===== src/rtl/hellacache_req_arbiter.sv =====
`default_nettype none
// ============================================================================
//  Module      : hellacache_req_arbiter
//  Description : Shares one data-cache request port between NUM_REQ clients
//                (PTW, core LSU, RoCC). Requests are tagged with the client
//                ID and responses are routed back by that ID. The arbiter
//                enforces fence ordering (M_FLUSH_ALL / M_SFENCE) and caps the
//                number of outstanding response-bearing requests.
//                An optional LR/SC ownership lock is compiled in when the
//                macro HELLACACHE_ARB_LRSC_LOCK_EN is defined.
//  Ports       : clock, reset (async, active-high)
//                req_valid/ready/cmd/addr/tag/data   - client request side
//                cache_req_valid/ready/cmd/addr/data/tag - cache stage-0 side
//                cache_resp_valid/tag/data           - cache response side
//                resp_valid/tag/data                 - routed client responses
//  Revision    : 1.0 - initial release
// ============================================================================
module hellacache_req_arbiter #(
    parameter int NUM_REQ      = 2,
    parameter int ADDR_W       = 40,
    parameter int DATA_W       = 64,
    parameter int TAG_W        = 6,
    parameter int MAX_OUT      = 4,
    parameter int LOCK_TIMEOUT = 32,
    localparam int IDW         = (NUM_REQ > 1) ? $clog2(NUM_REQ) : 1
) (
    input  logic                      clock,
    input  logic                      reset,
    input  logic [NUM_REQ-1:0]        req_valid,
    output logic [NUM_REQ-1:0]        req_ready,
    input  logic [NUM_REQ*5-1:0]      req_cmd,
    input  logic [NUM_REQ*ADDR_W-1:0] req_addr,
    input  logic [NUM_REQ*TAG_W-1:0]  req_tag,
    input  logic [NUM_REQ*DATA_W-1:0] req_data,
    output logic                      cache_req_valid,
    input  logic                      cache_req_ready,
    output logic [4:0]                cache_req_cmd,
    output logic [ADDR_W-1:0]         cache_req_addr,
    output logic [DATA_W-1:0]         cache_req_data,
    output logic [IDW+TAG_W-1:0]      cache_req_tag,
    input  logic                      cache_resp_valid,
    input  logic [IDW+TAG_W-1:0]      cache_resp_tag,
    input  logic [DATA_W-1:0]         cache_resp_data,
    output logic [NUM_REQ-1:0]        resp_valid,
    output logic [TAG_W-1:0]          resp_tag,
    output logic [DATA_W-1:0]         resp_data
);

    localparam int CNT_W = $clog2(MAX_OUT + 1);
    localparam logic [CNT_W-1:0] c_max_out = CNT_W'(MAX_OUT);

    localparam logic [4:0] c_m_pfr       = 5'b00010;
    localparam logic [4:0] c_m_pfw       = 5'b00011;
    localparam logic [4:0] c_m_flush_all = 5'b00101;
    localparam logic [4:0] c_m_sfence    = 5'b10100;
`ifdef HELLACACHE_ARB_LRSC_LOCK_EN
    localparam logic [4:0] c_m_xlr       = 5'b00110;
    localparam logic [4:0] c_m_xsc       = 5'b00111;
    localparam int LW = (LOCK_TIMEOUT > 2) ? $clog2(LOCK_TIMEOUT) : 1;
    localparam logic [LW-1:0] c_lock_last = LW'(LOCK_TIMEOUT - 1);
`endif

    typedef enum logic [1:0] {
        S_ARB        = 2'd0,
        S_LOCKED     = 2'd1,
        S_DRAIN      = 2'd2,
        S_FENCE_WAIT = 2'd3
    } state_t;

    state_t             r_state;
    logic [IDW-1:0]     r_rr_ptr;
    logic [IDW-1:0]     r_owner;
    logic [CNT_W-1:0]   r_out_cnt;
`ifdef HELLACACHE_ARB_LRSC_LOCK_EN
    logic [LW-1:0]      r_lock_cnt;
`endif

    logic [4:0]         w_cmd_a  [NUM_REQ];
    logic [ADDR_W-1:0]  w_addr_a [NUM_REQ];
    logic [TAG_W-1:0]   w_tag_a  [NUM_REQ];
    logic [DATA_W-1:0]  w_data_a [NUM_REQ];

    logic               w_found;
    logic [IDW-1:0]     w_win;
    logic [4:0]         w_cmd;
    logic               w_is_fence;
    logic               w_resp_bearing;
    logic               w_cnt_zero;
    logic               w_blocked;
    logic               w_hs;
    logic [IDW-1:0]     w_next_ptr;
    logic [CNT_W-1:0]   w_cnt_next;
    logic [IDW-1:0]     w_resp_id;

    generate
        for (genvar g = 0; g < NUM_REQ; g++) begin : g_unpack
            assign w_cmd_a[g]  = req_cmd[g*5 +: 5];
            assign w_addr_a[g] = req_addr[g*ADDR_W +: ADDR_W];
            assign w_tag_a[g]  = req_tag[g*TAG_W +: TAG_W];
            assign w_data_a[g] = req_data[g*DATA_W +: DATA_W];
        end
    endgenerate

    // Round-robin search in ARB; only the owner competes in LOCKED/DRAIN,
    // and nobody competes while waiting for a fence response.
    always_comb begin
        int j;
        w_found = 1'b0;
        w_win   = '0;
        j       = 0;
        if (r_state == S_ARB) begin
            for (int k = 0; k < NUM_REQ; k++) begin
                j = int'(r_rr_ptr) + k;
                if (j >= NUM_REQ) begin
                    j = j - NUM_REQ;
                end
                if (!w_found && req_valid[j]) begin
                    w_found = 1'b1;
                    w_win   = IDW'(j);
                end
            end
        end else if (r_state == S_LOCKED || r_state == S_DRAIN) begin
            w_found = req_valid[r_owner];
            w_win   = r_owner;
        end
    end

    assign w_cmd          = w_cmd_a[w_win];
    assign w_is_fence     = (w_cmd == c_m_flush_all) || (w_cmd == c_m_sfence);
    assign w_resp_bearing = (w_cmd != c_m_pfr) && (w_cmd != c_m_pfw);
    assign w_cnt_zero     = (r_out_cnt == '0);
    // A fence may only leave once every earlier response has returned.
    assign w_blocked      = ((r_out_cnt == c_max_out) && w_resp_bearing) ||
                            (w_is_fence && !w_cnt_zero);

    assign cache_req_valid = w_found && !w_blocked;
    assign cache_req_cmd   = w_cmd;
    assign cache_req_addr  = w_addr_a[w_win];
    assign cache_req_data  = w_data_a[w_win];
    assign cache_req_tag   = {w_win, w_tag_a[w_win]};
    assign w_hs            = cache_req_valid && cache_req_ready;
    assign w_next_ptr      = (w_win == IDW'(NUM_REQ - 1)) ? '0 : w_win + IDW'(1);

    assign w_resp_id = cache_resp_tag[IDW+TAG_W-1:TAG_W];
    assign resp_tag  = cache_resp_tag[TAG_W-1:0];
    assign resp_data = cache_resp_data;

    generate
        for (genvar g = 0; g < NUM_REQ; g++) begin : g_route
            assign req_ready[g]  = w_found && (w_win == IDW'(g)) &&
                                   cache_req_ready && !w_blocked;
            assign resp_valid[g] = cache_resp_valid && (w_resp_id == IDW'(g));
        end
    endgenerate

    // Issue and retire in one cycle cancel; a stray response at zero is ignored.
    always_comb begin
        w_cnt_next = r_out_cnt;
        if (w_hs && w_resp_bearing) begin
            if (!cache_resp_valid) begin
                w_cnt_next = r_out_cnt + CNT_W'(1);
            end
        end else if (cache_resp_valid && !w_cnt_zero) begin
            w_cnt_next = r_out_cnt - CNT_W'(1);
        end
    end

    always_ff @(posedge clock or posedge reset) begin
        if (reset) begin
            r_state    <= S_ARB;
            r_rr_ptr   <= '0;
            r_owner    <= '0;
            r_out_cnt  <= '0;
`ifdef HELLACACHE_ARB_LRSC_LOCK_EN
            r_lock_cnt <= '0;
`endif
        end else begin
            r_out_cnt <= w_cnt_next;
            if (w_hs) begin
                r_rr_ptr <= w_next_ptr;
            end
            case (r_state)
                S_ARB, S_LOCKED: begin
                    if (w_found && w_is_fence && !w_cnt_zero) begin
                        r_state <= S_DRAIN;
                        r_owner <= w_win;
                    end else if (w_hs && w_is_fence) begin
                        r_state <= S_FENCE_WAIT;
`ifdef HELLACACHE_ARB_LRSC_LOCK_EN
                    end else if (w_hs && (w_cmd == c_m_xlr)) begin
                        r_state    <= S_LOCKED;
                        r_owner    <= w_win;
                        r_lock_cnt <= '0;
                    end else if (r_state == S_LOCKED) begin
                        if ((w_hs && (w_cmd == c_m_xsc)) || (r_lock_cnt == c_lock_last)) begin
                            r_state <= S_ARB;
                        end else begin
                            r_lock_cnt <= r_lock_cnt + LW'(1);
                        end
`endif
                    end
                end
                S_DRAIN: begin
                    if (!req_valid[r_owner]) begin
                        r_state <= S_ARB;
                    end else if (w_hs) begin
                        r_state <= w_is_fence ? S_FENCE_WAIT : S_ARB;
                    end
                end
                S_FENCE_WAIT: begin
                    if (w_cnt_next == '0) begin
                        r_state <= S_ARB;
                    end
                end
                default: r_state <= S_ARB;
            endcase
        end
    end

endmodule
`default_nettype wire


===== config.mk =====
export PLATFORM = sky130hd
export DESIGN_NAME = hellacache_req_arbiter
export DESIGN_NICKNAME = d
export VERILOG_FILES = /design/src/rtl/hellacache_req_arbiter.sv
export SDC_FILE = /design/constraint.sdc
export NUM_CORES = 1
export LEC_CHECK = 0
export CORE_AREA = 2 2 195 197
export CTS_BUF_LIST = sky130_fd_sc_hd__clkbuf_4
export DETAILED_ROUTE_END_ITERATION = 12
export DIE_AREA = 0 0 197 199
export SLEW_MARGIN = 20
export SYNTH_ARGS = -nofsm -noshare
export SYNTH_HDL_FRONTEND = slang
export SYNTH_SLANG_ARGS = --single-unit

===== constraint.sdc =====
create_clock -name clock -period 3.14 [get_ports clock]
set_clock_uncertainty 0.15 [all_clocks]
set_input_delay 0.785 -clock clock [delete_from_list [all_inputs] [get_ports clock]]
set_output_delay 0.785 -clock clock [all_outputs]
set_load 0.01 [all_outputs]

==> summary.md <==
| Metric | Value |
|---|---|
| # hold bufs at CTS | 0 |
| H-tree lvl count | 1 |
| RSZ-0062 raised after global routing | true |
| Wire per inst | 18.1 µm |
| Cell mode on critical path | buf_12 |
| Failing checks | setup timing |
| Layout Cells excl Fill | 1115 |
| Final Hold Fails | 0 |
| FF-to-FF Start | r_state[0] |
| Initial DRT Pass Iterations | 4 |
| DR DRC count | 0 |
| Footprint of the multi-input gates | 2340 µm² |
| Power density cells | 434 nW/µm² |
| Die width | 197 µm |
| Crit-path leading delay family | buffers and inverters |
| Main flop type after synthesis | dfrtp_1 |
| Finish-stage setup viols | 53 |
| Clock sinks | 7 |
| Total GRT Usage | 9.43% |
| Critical Path AT | 2.30 ns |
| R2R Path End | r_state[1] |
| Yosys top cell by area | mux2_2 |
| Pins Over Slew Limit | 0 |
| Mapped Nets | 611 |
| Crit start category | input port |
| Worst setup path endpoint | cache_req_addr[5] |
| Status | finished, violations left |
| DP Cell Count | 1088 |
| RePlAce Congestion | 0.779 |
| Hold wc startpoint | r_owner |
| Cell Rows | 71 |
| Reg area | 175 µm² |
| Setup CP Type | in -> out |
| Count of cell types in the netlist | 43 |
| Clock transition at path regs | 0.05 ns |
| Setup TNS | -2.36 ns |
| Clk root buf | clkbuf_4 |
| I/O Pins | 498 |
| Post-route minimum period | 3.23 ns |
| WP buf/inv | 6 |
| Synthesis Warnings | 0 |
| Synth top area share | 48.4% |
| EDFF count, synth | 0 |
| Final period utilization | 103% |
| Layout cells sized above 1 | 52.6% |
| Starting DRT DRC Count | 110 |
| Rel. slew slack | 78.3% |
| Max Cap Viol | 0 |
| Global-route wire length before repair | 26400 µm |
| Worst slew pin tran | 0.325 ns |
| Setup WS post-layout | -0.0924 ns |
| CP startpoint | req_valid[0] |
| Die height | 199 µm |
| CP max-delay cell | mux2_4 |
| Vias per cell | 3.25 |
| Worst vdd ir | 132 µV |
| Final net count | 956 |
| Avg Inst Size Synth | 9.08 µm² |
| Post-Syn Area | 2700 µm² |
| Reg2reg path depth | 14 |
| Worst-Skew Late Latency | 0.26 ns |
| Ant diodes | 0 |
| Crit path max fanout | 8 |
| WL final | 20200 µm |
| Hold WC Path Type | reg -> reg |
| Fill cells | 4085 |
| Place WS | -1.03 ns |
| Number of buffers added on ports | 357 |
| Critical path depth | 9 |
| CP peak stage delay | 0.31 ns |
| Critical Path End Type | primary output |
| Sequential cell area fraction in the yosys report | 6.49% |
| CTS Buf Count | 3 |
| Die Area | 39200 µm² |
| HPWL Detailed | 16800 µm |
| GRT overflow | 0 |
| #FFs+latches synth | 7 |
| Clk buf depth | 2 |
| Initial core utilization | 7.26% |
| Core outline area | 37100 µm² |
| Routed via count | 3629 |
| Vias in the first global route | 3818 |
| Synth-to-layout area growth | 179% |
| Pin count of the biggest net entering global routing | 11 |
| Worst R2R Setup Slack | 0 ns |
| Leakage | 3.16 nW |
| Largest cells by area after synthesis | mux2_2 (48%), buf_4 (20%), dfrtp_1 (6.5%) |
| Async SR Flop Fraction | 100% |
| Initial antenna violation count | 2 |
| Post-route ant nets | 0 |
| Synth Instances | 297 |
| Sequence of cells on the critical path | buf_8 > and2b_2 > o22ai_4 > buf_12 > buf_12 > buf_12 > buf_8 > mux2_4 > buf_6 |
| Peak Freq | 309 MHz |
| CP required | 2.20 ns |
| CTS tree | yes |
kinds of logic after synthesis:
family,Yosys count,synth area share (%)
mux,120,50.0
fa+ha+maj,7,3.25
xor+xnor,4,1.30
compound gates,28,8.63
buf+inv,97,23.4
flops,7,6.49
simple gates,34,6.91
repair_timing:
action                                  CTS  global route
setup buffers                            19            12
endpoints found under the setup margin  121           110
pin swaps                                18             8
resized for setup                       665           103
gates cloned                              4             0
layout make-up:
type / count / area share [%]
repair buffers: 428 / 57.9
multi-input cells: 193 / 31.0
well taps: 474 / 7.87
flip-flops and latches: 7 / 2.33
inverters: 9 / 0.515
clock buffers: 4 / 0.399
metal layers:
| metal | vias up | wire length, µm | GRT usage (%) |
|---|---|---|---|
| met3 | 9 | 2360 | 4.44 |
| met5 | - | 0 | 0 |
| met1 | 1727 | 7590 | 10.5 |
| met2 | 222 | 10200 | 16.9 |
| met4 | 0 | 82 | 0.808 |
| li1 | 1671 | - | - |
flip-flops by register name, summed over array words and instances, names as in the netlist:
name,count
r_state,2
r_out_cnt,3
r_rr_ptr,1
r_owner,1
power breakdown:
group          internal, mW  switching [mW]
sequential            0.137          0.0490
combinational          1.83            1.16
clock                0.0574          0.0382
total                  2.02            1.25
Yosys cell counts, types with 2 or more instances:
cell type / number
mux2_2: 116
buf_4: 71
clkbuf_1: 16
nand2_1: 9
inv_1: 8
dfrtp_1: 7
ha_1: 7
nor2_1: 6
a21oi_1: 4
and2_1: 3
nor2b_1: 3
nor4b_1: 3
xnor2_1: 3
a21o_1: 2
a21oi_2: 2
a31oi_1: 2
mux2_1: 2
mux2i_1: 2
nand3_1: 2
nor3_1: 2
o21ai_0: 2
o21bai_1: 2
o221a_1: 2
o22ai_1: 2
through the flow:
step | cell area [µm²] | hold slack, ns | power (mW) | util, %
3_3_place_gp | 6670 | 0.370 | 2.56 | 18.0
6_report | 7530 | 0.400 | 3.27 | 20.3
2_1_floorplan | 2700 | 0.343 | 1.33 | -
4_1_cts | 7200 | 0.385 | 3.07 | 19.4
5_1_grt | 7530 | 0.430 | 3.49 | 20.3
3_5_place_dp | 6670 | 0.364 | 2.57 | 18.0
worst min-delay path by stage:
stage               slack, ns  cells past startpoint            to
floorplan                0.34                      1  r_out_cnt[0]
global placement         0.37                      1       r_owner
detailed placement       0.36                      1       r_owner
CTS                      0.39                      1  r_out_cnt[0]
global route             0.43                      1  r_out_cnt[0]
finish                   0.40                      1       r_owner
cell usage in the layout (no fill, tap or decap), types with 3 or more instances in the layout:
cell | synthesis | routed
clkdlybuf4s50_1 | 0 | 226
buf_6 | 0 | 97
mux2_4 | 0 | 84
buf_4 | 71 | 38
mux2_2 | 116 | 33
buf_2 | 1 | 28
buf_8 | 0 | 11
dlygate4sd2_1 | 0 | 9
buf_12 | 0 | 9
nand2_1 | 9 | 8
dfrtp_1 | 7 | 7
inv_1 | 8 | 6
ha_1 | 7 | 6
nor2_1 | 6 | 5
a21oi_1 | 4 | 4
clkbuf_4 | 0 | 4
clkdlybuf4s15_2 | 0 | 4
nor4b_4 | 0 | 3
buf_16 | 0 | 3
Power figures use the tool's default switching activity.
